<file path="config.mk">
export PLATFORM = sky130hd
export DESIGN_NAME = tv80_bus_seq
export DESIGN_NICKNAME = d
export VERILOG_FILES = /design/src/rtl/tv80_bus_pkg.sv /design/src/rtl/tv80_wait_cnt.sv /design/src/rtl/tv80_bus_seq.sv
export SDC_FILE = /design/constraint.sdc
export NUM_CORES = 1
export LEC_CHECK = 0
export CAP_MARGIN = 15
export CORE_MARGIN = 2
export CORE_UTILIZATION = 43
export DETAILED_ROUTE_END_ITERATION = 10
export PLACE_DENSITY = 0.8
export SETUP_SLACK_MARGIN = 0.3
export SLEW_MARGIN = 20
export SYNTH_ARGS = -nofsm -noshare
export SYNTH_HDL_FRONTEND = slang
export SYNTH_SLANG_ARGS = --single-unit
</file>
<file path="constraint.sdc">
create_clock -name clk -period 2.1 [get_ports clk]
set_clock_uncertainty 0.2 [all_clocks]
set_input_delay 0.315 -clock clk [delete_from_list [all_inputs] [get_ports clk]]
set_output_delay 0.315 -clock clk [all_outputs]
set_load 0.02 [all_outputs]
</file>
<file path="src/rtl/tv80_bus_pkg.sv">
// Shared types and constants for the TV80-style bus cycle sequencer:
// state encoding, the active-low strobe bundle and default wait-state counts.
package tv80_bus_pkg;

   typedef enum logic [2:0] {
      ST_IDLE = 3'd0,
      ST_T1   = 3'd1,
      ST_T2   = 3'd2,
      ST_TW   = 3'd3,
      ST_T3   = 3'd4,
      ST_HOLD = 3'd5
   } bus_state_e;

   typedef struct packed {
      logic m1_n;
      logic mreq_n;
      logic iorq_n;
      logic rd_n;
      logic wr_n;
   } bus_strobe_t;

   localparam bus_strobe_t STROBE_IDLE = '{m1_n: 1'b1, mreq_n: 1'b1, iorq_n: 1'b1,
                                          rd_n: 1'b1, wr_n: 1'b1};

   localparam int DEF_MEM_WAIT = 0;
   localparam int DEF_IO_WAIT  = 1;
   localparam int WAIT_CW      = 3;

endpackage

</file>
<file path="src/rtl/tv80_wait_cnt.sv">
// Forced wait-state counter: loads on entry to T2, counts down saturating at
// zero, and flags zero so the sequencer knows the forced waits are spent.
module tv80_wait_cnt
   import tv80_bus_pkg::*;
(
   input  logic               i_clk,
   input  logic               i_rst_n,
   input  logic               i_load,
   input  logic [WAIT_CW-1:0] i_load_val,
   input  logic               i_dec,
   output logic               o_zero
);

   logic [WAIT_CW-1:0] r_cnt;

   always_ff @(posedge i_clk or negedge i_rst_n) begin
      if (!i_rst_n) begin
         r_cnt <= '0;
      end else if (i_load) begin
         r_cnt <= i_load_val;
      end else if (i_dec && (r_cnt != '0)) begin
         r_cnt <= r_cnt - 1'b1;
      end
   end

   assign o_zero = (r_cnt == '0);

endmodule

</file>
<file path="src/rtl/tv80_bus_seq.sv">
// Z80-style bus cycle sequencer: turns core requests into T1/T2/TW/T3 bus
// cycles with registered strobes, forced/external wait states and bus hold.
module tv80_bus_seq
   import tv80_bus_pkg::*;
#(
   parameter int AW       = 16,
   parameter int DW       = 8,
   parameter int MEM_WAIT = DEF_MEM_WAIT,
   parameter int IO_WAIT  = DEF_IO_WAIT,
   parameter int T2_WRITE = 1
) (
   input  logic          clk,
   input  logic          reset_n,
   input  logic          req_valid,
   output logic          req_ready,
   input  logic          req_write,
   input  logic          req_io,
   input  logic          req_m1,
   input  logic [AW-1:0] req_addr,
   input  logic [DW-1:0] req_wdata,
   output logic          rsp_valid,
   output logic [DW-1:0] rsp_rdata,
   input  logic          wait_n,
   input  logic          busrq_n,
   output logic          busak_n,
   output logic          bus_oe,
   input  logic [DW-1:0] di,
   output logic [AW-1:0] A,
   output logic [DW-1:0] dout,
   output logic          m1_n,
   output logic          mreq_n,
   output logic          iorq_n,
   output logic          rd_n,
   output logic          wr_n
);

   localparam logic W_EARLY_WR = (T2_WRITE != 0);

   bus_state_e         r_state, w_next;
   logic [AW-1:0]      r_addr;
   logic [DW-1:0]      r_wdata, r_rdata;
   logic               r_write, r_io, r_m1;
   logic               r_busak_n, r_bus_oe;
   bus_strobe_t        r_stb, w_stb;
   logic               w_accept, w_cnt_zero, w_load, w_dec;
   logic               w_write, w_io, w_m1, w_act, w_late;
   logic [WAIT_CW-1:0] w_load_val;

   assign req_ready = ((r_state == ST_IDLE) || (r_state == ST_T3)) && busrq_n;
   assign w_accept  = req_valid && req_ready;

   // Strobes are decoded from the next state, so on an accepting edge the
   // incoming request's attributes must be used rather than the stale capture.
   assign w_write = w_accept ? req_write : r_write;
   assign w_io    = w_accept ? req_io    : r_io;
   assign w_m1    = w_accept ? req_m1    : r_m1;

   always_comb begin
      w_next = r_state;
      case (r_state)
         ST_IDLE: begin
            if (!busrq_n)       w_next = ST_HOLD;
            else if (req_valid) w_next = ST_T1;
         end
         ST_T1:        w_next = ST_T2;
         ST_T2, ST_TW: w_next = (w_cnt_zero && wait_n) ? ST_T3 : ST_TW;
         ST_T3: begin
            if (w_accept)     w_next = ST_T1;
            else if (!busrq_n) w_next = ST_HOLD;
            else               w_next = ST_IDLE;
         end
         ST_HOLD: if (busrq_n) w_next = ST_IDLE;
         default: w_next = ST_IDLE;
      endcase
   end

   always_comb begin
      w_stb  = STROBE_IDLE;
      w_act  = (w_next == ST_T1) || (w_next == ST_T2) || (w_next == ST_TW) || (w_next == ST_T3);
      w_late = (w_next == ST_T2) || (w_next == ST_TW) || (w_next == ST_T3);
      if (!w_io) begin
         w_stb.mreq_n = !w_act;
         w_stb.m1_n   = !(w_act && w_m1);
         w_stb.rd_n   = !(w_act && !w_write);
         w_stb.wr_n   = !(w_write && (W_EARLY_WR ? w_late
                                      : ((w_next == ST_TW) || (w_next == ST_T3))));
      end else begin
         w_stb.iorq_n = !w_late;
         w_stb.rd_n   = !(w_late && !w_write);
         w_stb.wr_n   = !(w_late && w_write);
      end
   end

   assign w_load     = (r_state == ST_T1);
   assign w_load_val = r_io ? WAIT_CW'(IO_WAIT) : WAIT_CW'(MEM_WAIT);
   assign w_dec      = ((r_state == ST_T2) || (r_state == ST_TW)) && (w_next == ST_TW);

   tv80_wait_cnt u_wait_cnt (
      .i_clk      (clk),
      .i_rst_n    (reset_n),
      .i_load     (w_load),
      .i_load_val (w_load_val),
      .i_dec      (w_dec),
      .o_zero     (w_cnt_zero)
   );

   always_ff @(posedge clk or negedge reset_n) begin
      if (!reset_n) r_state <= ST_IDLE;
      else          r_state <= w_next;
   end

   always_ff @(posedge clk or negedge reset_n) begin
      if (!reset_n) begin
         r_addr    <= '0;
         r_wdata   <= '0;
         r_write   <= 1'b0;
         r_io      <= 1'b0;
         r_m1      <= 1'b0;
         r_rdata   <= '0;
         r_stb     <= STROBE_IDLE;
         r_busak_n <= 1'b1;
         r_bus_oe  <= 1'b1;
      end else begin
         if (w_accept) begin
            r_addr  <= req_addr;
            r_wdata <= req_wdata;
            r_write <= req_write;
            r_io    <= req_io;
            r_m1    <= req_m1;
         end
         if (((r_state == ST_T2) || (r_state == ST_TW)) && (w_next == ST_T3) && !r_write)
            r_rdata <= di;
         r_stb     <= w_stb;
         r_busak_n <= (w_next != ST_HOLD);
         r_bus_oe  <= (w_next != ST_HOLD);
      end
   end

   assign rsp_valid = (r_state == ST_T3);
   assign rsp_rdata = r_rdata;
   assign A         = r_addr;
   assign dout      = r_wdata;
   assign busak_n   = r_busak_n;
   assign bus_oe    = r_bus_oe;
   assign m1_n      = r_stb.m1_n;
   assign mreq_n    = r_stb.mreq_n;
   assign iorq_n    = r_stb.iorq_n;
   assign rd_n      = r_stb.rd_n;
   assign wr_n      = r_stb.wr_n;

endmodule

</file>
==> results of run 1 <==
[cell usage after synthesis]
| library cell | number | share of area |
|---|---|---|
| nor2_1 | 5 | 0.0094 |
| a22o_1 | 2 | 0.0088 |
| buf_2 | 1 | 0.0025 |
| buf_4 | 2 | 0.0075 |
| nand3_2 | 1 | 0.0050 |
| and2_1 | 1 | 0.0031 |
| dfrtp_1 | 41 | 0.51 |
| nor2b_2 | 1 | 0.0044 |
| a21oi_1 | 2 | 0.0050 |
| nand2_1 | 5 | 0.0094 |
| nor3_4 | 1 | 0.0081 |
| a221o_1 | 1 | 0.0050 |
| mux2_4 | 20 | 0.15 |
| or2_2 | 1 | 0.0031 |
| mux2_2 | 16 | 0.090 |
| buf_6 | 1 | 0.0056 |
| dfstp_2 | 6 | 0.079 |
| buf_12 | 2 | 0.020 |
| a22oi_1 | 1 | 0.0038 |
| inv_1 | 5 | 0.0094 |
| o21ai_0 | 4 | 0.010 |
| and4bb_1 | 1 | 0.0063 |
| a211o_2 | 1 | 0.0050 |
| nor2b_1 | 3 | 0.0094 |
| a32o_1 | 1 | 0.0050 |
| nor3_1 | 1 | 0.0025 |
| ha_1 | 2 | 0.013 |
| o22ai_1 | 1 | 0.0031 |
| o21bai_1 | 1 | 0.0038 |
[sequential cells by signal, summed over array words and instances (netlist names)]
register,flops
A,16
dout,8
rsp_rdata,8
r_state,3
u_wait_cnt.r_cnt,3
bus_oe,1
iorq_n,1
m1_n,1
mreq_n,1
r_io,1
r_m1,1
r_write,1
rd_n,1
wr_n,1
[power breakdown]
group | leakage (uW) | internal, uW | switching [uW] | total, uW
combinational | 0.000972 | 1320 | 1110 | 2430
sequential | 0.000558 | 1380 | 275 | 1660
clock | 0.0000402 | 232 | 302 | 534
[worst paths after layout]
path                                     start           end  depth (start not counted)
max                        u_wait_cnt.r_cnt[1]  rsp_rdata[1]                          7
min                                       r_m1          m1_n                          1
max reg2reg                u_wait_cnt.r_cnt[1]  rsp_rdata[1]                          7
min reg2reg                               r_m1          m1_n                          1
max in group asynchronous              reset_n        bus_oe                          3
min in group asynchronous              reset_n       r_write                          3
[routing by layer]
layer,wire (um),vias to the layer above
met5,0,-
met4,118,0
met3,418,13
met2,2220,72
met1,1830,664
li1,-,632
[area by class of cell]
type	count	area, um2	share of cell area
Clock buffer	5	68.8	0.0222
Timing Repair Buffer	92	955	0.308
Inverter	5	18.8	0.00605
Clock inverter	3	20.0	0.00645
Tap cell	52	65.1	0.0210
Multi-Input combinational cell	72	791	0.255
Sequential cell	47	1190	0.382
[worst reg2reg max path: stages, from the launching register on]
cell,delay [ns]
dfrtp_1,0.40
inv_2,0.08
ha_4,0.14
ha_4,0.14
nand3_4,0.08
nor3_4,0.16
buf_12,0.16
mux2_4,0.30
[stage by stage]
step                      std cells  cell area [um2]
final                           276             3100
after global routing            276             3100
after CTS                       276             3040
after detailed placement        262             2870
after global placement          262             2870
after floorplan                 130             2010
[cell families (layout without fill, tap and decap cells)]
family,after synthesis,after routing,share of synthesized area
adder cells (fa/ha/maj),2,2,0.0125
AND/OR/NAND/NOR,20,20,0.0607
flip-flops,47,47,0.592
AO/OA/AOI/OAI,14,14,0.0494
multiplexers,36,36,0.240
buffers and inverters,11,105,0.0451
[what timing repair did]
| action | CTS | global route |
|---|---|---|
| hold buffers | 1 | 0 |
| gates resized for setup | 31 | 34 |
| hold endpoints to repair | 41 | 0 |
| setup endpoints to repair | 25 | 36 |
| setup buffers | 5 | 0 |
| pin swaps | 4 | 2 |
==> key figures, run 1 <==
Outcome
  • Status: finished clean

Die
  • Core area: 4410 um2
  • Die Y: between 70 and 80 um
  • Total I/O pin count: around 80
  • Die width: just over 70 um
  • Starting Density: 0.453
  • Die area: 5210 um2
  • Site Rows: 24

Yosys
  • Yosys warns: 0
  • Cell Area, Synth: 2000 um2
  • Library cells used by synthesis: 29
  • Count of state elements after synthesis: 47
  • Synth Net Count: roughly 170
  • Mapped Cells: between 100 and 150
  • Avg Cell Area, Syn: 15.4 um2
  • Sequential share of the synthesized area: 0.592

Timing
  • Fin crit period: roughly 1.8 ns
  • Final setup margin: just over 0.3 ns
  • RSZ-0062 raised after global routing: yes
  • Final setup viols: 0
  • Final slew viol count: 0
  • Final period utilization: 0.853
  • Setup tns final: 0 ns
  • Worst-Margin Slew: 0.413 ns
  • Final hold vios: 0
  • Fmax: 558 MHz
  • Slew HR: 0.724
  • Worst hold slack: roughly 0.26 ns

GRT
  • Met1 usage: 0.206
  • First-pass GRT wire length: 7.16 mm
  • Global route hottest layer: met2
  • Number of global-route vias before repair: around 1,500
  • Total GRT Usage: 0.184
  • Grt met2 use: 0.311
  • Remaining global-route overflow: 0
  • Antenna violations before repair: 0
  • GRT met3 Usage: 0.0667
  • Largest net degree at the start of global routing: 48

Routing
  • DR pass1 iterations: 4
  • Vias per Instance: about 5.0
  • DRT iter0 DRCs: 28
  • DRT antenna net count: 0
  • Vias: 1,381
  • Routed WL: 4.59 mm
  • Routed len/inst: 16.6 um
  • Residual DRC: 0

Pwr
  • PwrDens: between 1000 and 1500 nW/um2
  • Max rail drop VDD: around 0.7 mV
  • Leak: roughly 0.0016 uW
  • Power, Total: about 4600 uW

Clocking
  • CTS buffer count: 5
  • Clk Latency, worst-skew pair: 0.30 ns
  • Htree depth: 2
  • CTS tree: done
  • Clock slew at reported path FFs: 0.09 ns
  • Clk buf depth: 2
  • CTS sink count: 47
  • Root Buffer: clkbuf_8

Layout
  • Layout area overhead: 55.3%
  • Ratio of cells with drive above 1 in the final layout: 0.344
  • Most frequent cells in the layout: 39 x dfrtp_1, 39 x clkdlybuf4s50_1, 28 x mux2_4
  • Fillers: 288
  • Diodes inserted: 0
  • Nets: about 270
  • Post-route core utilization: 0.703

Placed design
  • DP Wirelength: roughly 3.2 mm
  • Count of buffers from port buffering: 80
  • Final RePlAce weighted congestion: ~0.8
  • DP Worst Slack: between 0.04 and 0.05 ns

Setup path
  • Worst R2R Setup Slack: about 0.3 ns
  • Crit Path Max Fanout: 8
  • CP startpoint kind: flop
  • CP delay by family, top: flip-flops
  • Crit path cell chain: inv_2, ha_4, ha_4, nand3_4, nor3_4, buf_12, mux2_4
  • Crit. End Element: flop
  • CP arrival: 1.78 ns
  • CP max stage delay: 0.40 ns
  • Crit Path Category: flop to flop
  • Worst path slowest cell: dfrtp_1
  • Worst path bufs/invs: 2
  • Crit path required time: approximately 2.1 ns
  • CP most frequent cell: ha_4

Min path
  • Hold WC Path Type: flop to flop

Flow run
  • Max Cap Viol: 0
Note: power is estimated with default switching activity, not from simulation.
==> run 2: changes to the inputs <==
- RECOVER_POWER: unset -> 100
==> key figures, run 2 (synthesized netlist as in run 1, its figures left out) <==
Outcome
  • Status: finished clean

Die
  • Total I/O pin count: 81 (unchanged)
  • Die width: 72.2 um (unchanged)
  • Core area: 4410 um2 (unchanged)
  • Starting Density: 0.453 (unchanged)
  • Site Rows: 24 (unchanged)
  • Die area: 5210 um2 (unchanged)
  • Die Y: 72.2 um (unchanged)

Pwr
  • Gate power share: 0.472 (-0.054)
  • Int Pwr: 2480 uW (-16%)
  • Clock group share of total power: 0.129 (+0.014)
  • Switching pwr: 1650 uW (-2.8%)
  • Sw Share: 0.399 (+0.0333)
  • Leak: 0.00120 uW (-24%)
  • Max rail drop VDD: 0.605 mV (-15%)
  • Sequential power share: 0.399 (+0.040)
  • PwrDens: 1470 nW/um2 (-1.1%)

Layout
  • Ratio of cells with drive above 1 in the final layout: 0.210 (-0.134)
  • Max reg flops: 16 (unchanged)
  • Most frequent cells in the layout: 40 x dfrtp_1, 37 x clkdlybuf4s50_1, 26 x clkbuf_1
  • Post-layout instance area: 2800 um2 (-9.9%)
  • Diodes inserted: 0 (unchanged)
  • Layout area overhead: 39.9%
  • Nets: 265 (unchanged)
  • Most common cell after layout, fill and taps aside: dfrtp_1
  • Post-route core utilization: 0.634 (-0.0694)

GRT
  • Number of global-route vias before repair: 1,546 (unchanged)
  • Largest net degree at the start of global routing: 48 (unchanged)
  • Grt met2 use: 0.311 (unchanged)
  • Antenna violations before repair: 0 (unchanged)
  • Global route hottest layer: met2
  • Total GRT Usage: 0.184 (unchanged)
  • First-pass GRT wire length: 7.16 mm (unchanged)
  • Remaining global-route overflow: 0 (unchanged)
  • GRT met3 Usage: 0.0667 (unchanged)
  • Met1 usage: 0.206 (unchanged)

Placed design
  • DP Worst Slack: 0.0401 ns (unchanged)
  • Count of buffers from port buffering: 80 (unchanged)
  • Placed cell areas: 2870 um2 (unchanged)
  • Final RePlAce weighted congestion: 0.796 (unchanged)
  • DP Wirelength: 3.16 mm (unchanged)

Timing
  • Final hold vios: 0 (unchanged)
  • Slew HR: 0.727 (+0.00297)
  • RSZ-0062 raised after global routing: yes
  • Final slew viol count: 0 (unchanged)
  • Fin crit period: 1.89 ns (+0.0971 ns)
  • Final setup viols: 0 (unchanged)
  • Worst-Margin Slew: 0.409 ns (-0.00444 ns)
  • Final period utilization: 0.900 (+0.0463)
  • Fmax: 529 MHz (-5.1%)
  • Worst hold slack: 0.239 ns (-0.0195 ns)
  • Setup tns final: 0 ns (unchanged)
  • Final setup margin: 0.211 ns (-0.0971 ns)

Routing
  • Routed len/inst: 16.1 um (-3.3%)
  • DR pass1 iterations: 4 (unchanged)
  • Vias per Instance: 5.02 (+0.36%)
  • Residual DRC: 0 (unchanged)
  • DRT antenna net count: 0 (unchanged)
  • DRT iter0 DRCs: 35 (+25%)
  • Vias: 1,386 (+0.36%)
  • Routed WL: 4.44 mm (-3.3%)

Setup path
  • CP arrival: 1.93 ns (+0.15 ns)
  • Worst path slowest cell: dfrtp_1
  • Crit path cell chain: inv_1, ha_1, ha_4, buf_4, or2_2, o21ai_0, a22o_1
  • Crit Path Category: flop to flop
  • Crit. End Element: flop
  • Worst path bufs/invs: 2 (unchanged)
  • Crit path required time: 2.14 ns (+0.05 ns)
  • CP delay by family, top: adder cells
  • Crit Path Max Fanout: 5 (-3)
  • CP startpoint kind: flop
  • CP max stage delay: 0.36 ns (-0.04 ns)

Clocking
  • CTS sink count: 47 (unchanged)
  • Clk Latency, worst-skew pair: 0.30 ns (about the same)
  • Htree depth: 2 (unchanged)
  • Root Buffer: clkbuf_8
  • Clock slew at reported path FFs: 0.09 ns (about the same)
  • CTS buffer count: 5 (unchanged)
  • CTS tree: done
  • Clk buf depth: 2 (unchanged)

Min path
  • Hold WC Path Type: flop to flop

Flow run
  • Max Cap Viol: 0 (unchanged)
## run 2: changes by cell type in the layout (fill, tap and decap cells not counted), moves of 2 or more
cell / delta
dlygate4sd3_1: +2
mux2_1: +22
mux2_4: -22
buf_4: -2
dlymetal6s2s_1: -23
clkdlybuf4s50_1: -2
buf_2: -2
o21ai_0: +3
o21ai_1: -3
clkbuf_1: +26
## run 2: area by class of cell
| cell class | count | area [um2] |
|---|---|---|
| Multi-Input combinational cell | 72 | 696 |
| Clock inverter | 3 | 20.0 |
| Sequential cell | 47 | 1180 |
| Timing Repair Buffer | 92 | 744 |
| Tap cell | 52 | 65.1 |
| Fill cell | 366 | 1620 |
| Clock buffer | 5 | 68.8 |
| Inverter | 5 | 18.8 |
## run 2: final timing paths
kind | end | start | cells after the start | slack, ns
worst max register to register | u_wait_cnt.r_cnt[2] | u_wait_cnt.r_cnt[1] | 7 | 0.21
max in group asynchronous | bus_oe | reset_n | 3 | 1.06
worst min register to register | m1_n | r_m1 | 1 | 0.24
worst min-delay path | m1_n | r_m1 | 1 | 0.24
worst max-delay path | u_wait_cnt.r_cnt[2] | u_wait_cnt.r_cnt[1] | 7 | 0.21
min in group asynchronous | r_m1 | reset_n | 3 | 0.37
## run 2: worst register-to-register path, stage by stage (launching register included)
cell and delay, ns:
dfrtp_1 0.36, inv_1 0.06, ha_1 0.23, ha_4 0.18, buf_4 0.15, or2_2 0.29, o21ai_0 0.20, a22o_1 0.15
## run 2: metal layers
layer  routed length [um]  share of wire
met1                 1720           0.39
met2                 2200           0.50
met3                  399          0.090
met4                  118          0.027
met5                    0              0
## run 2: timing repair
action,CTS,global route
hold buffers,1,0
setup buffers,5,0
hold endpoints to repair,41,0
pin swaps,4,2
setup endpoints to repair,25,36
gates resized for setup,31,34
## run 2: power by group through the flow
| stage | clock network, uW | registers (uW) | logic [uW] |
|---|---|---|---|
| 2_1_floorplan | 0 | 2070 | 943 |
| 3_3_place_gp | 0 | 1640 | 2300 |
| 3_5_place_dp | 0 | 1680 | 2380 |
| 4_1_cts | 554 | 1660 | 2450 |
| 5_1_grt | 587 | 1700 | 2090 |
| 6_report | 530 | 1650 | 1950 |
## run 2: per-stage QoR
step / total power [uW] / cells
after floorplan: 3010 / 130
after global placement: 3940 / 262
after detailed placement: 4050 / 262
after CTS: 4660 / 276
after global routing: 4380 / 276
final: 4120 / 276
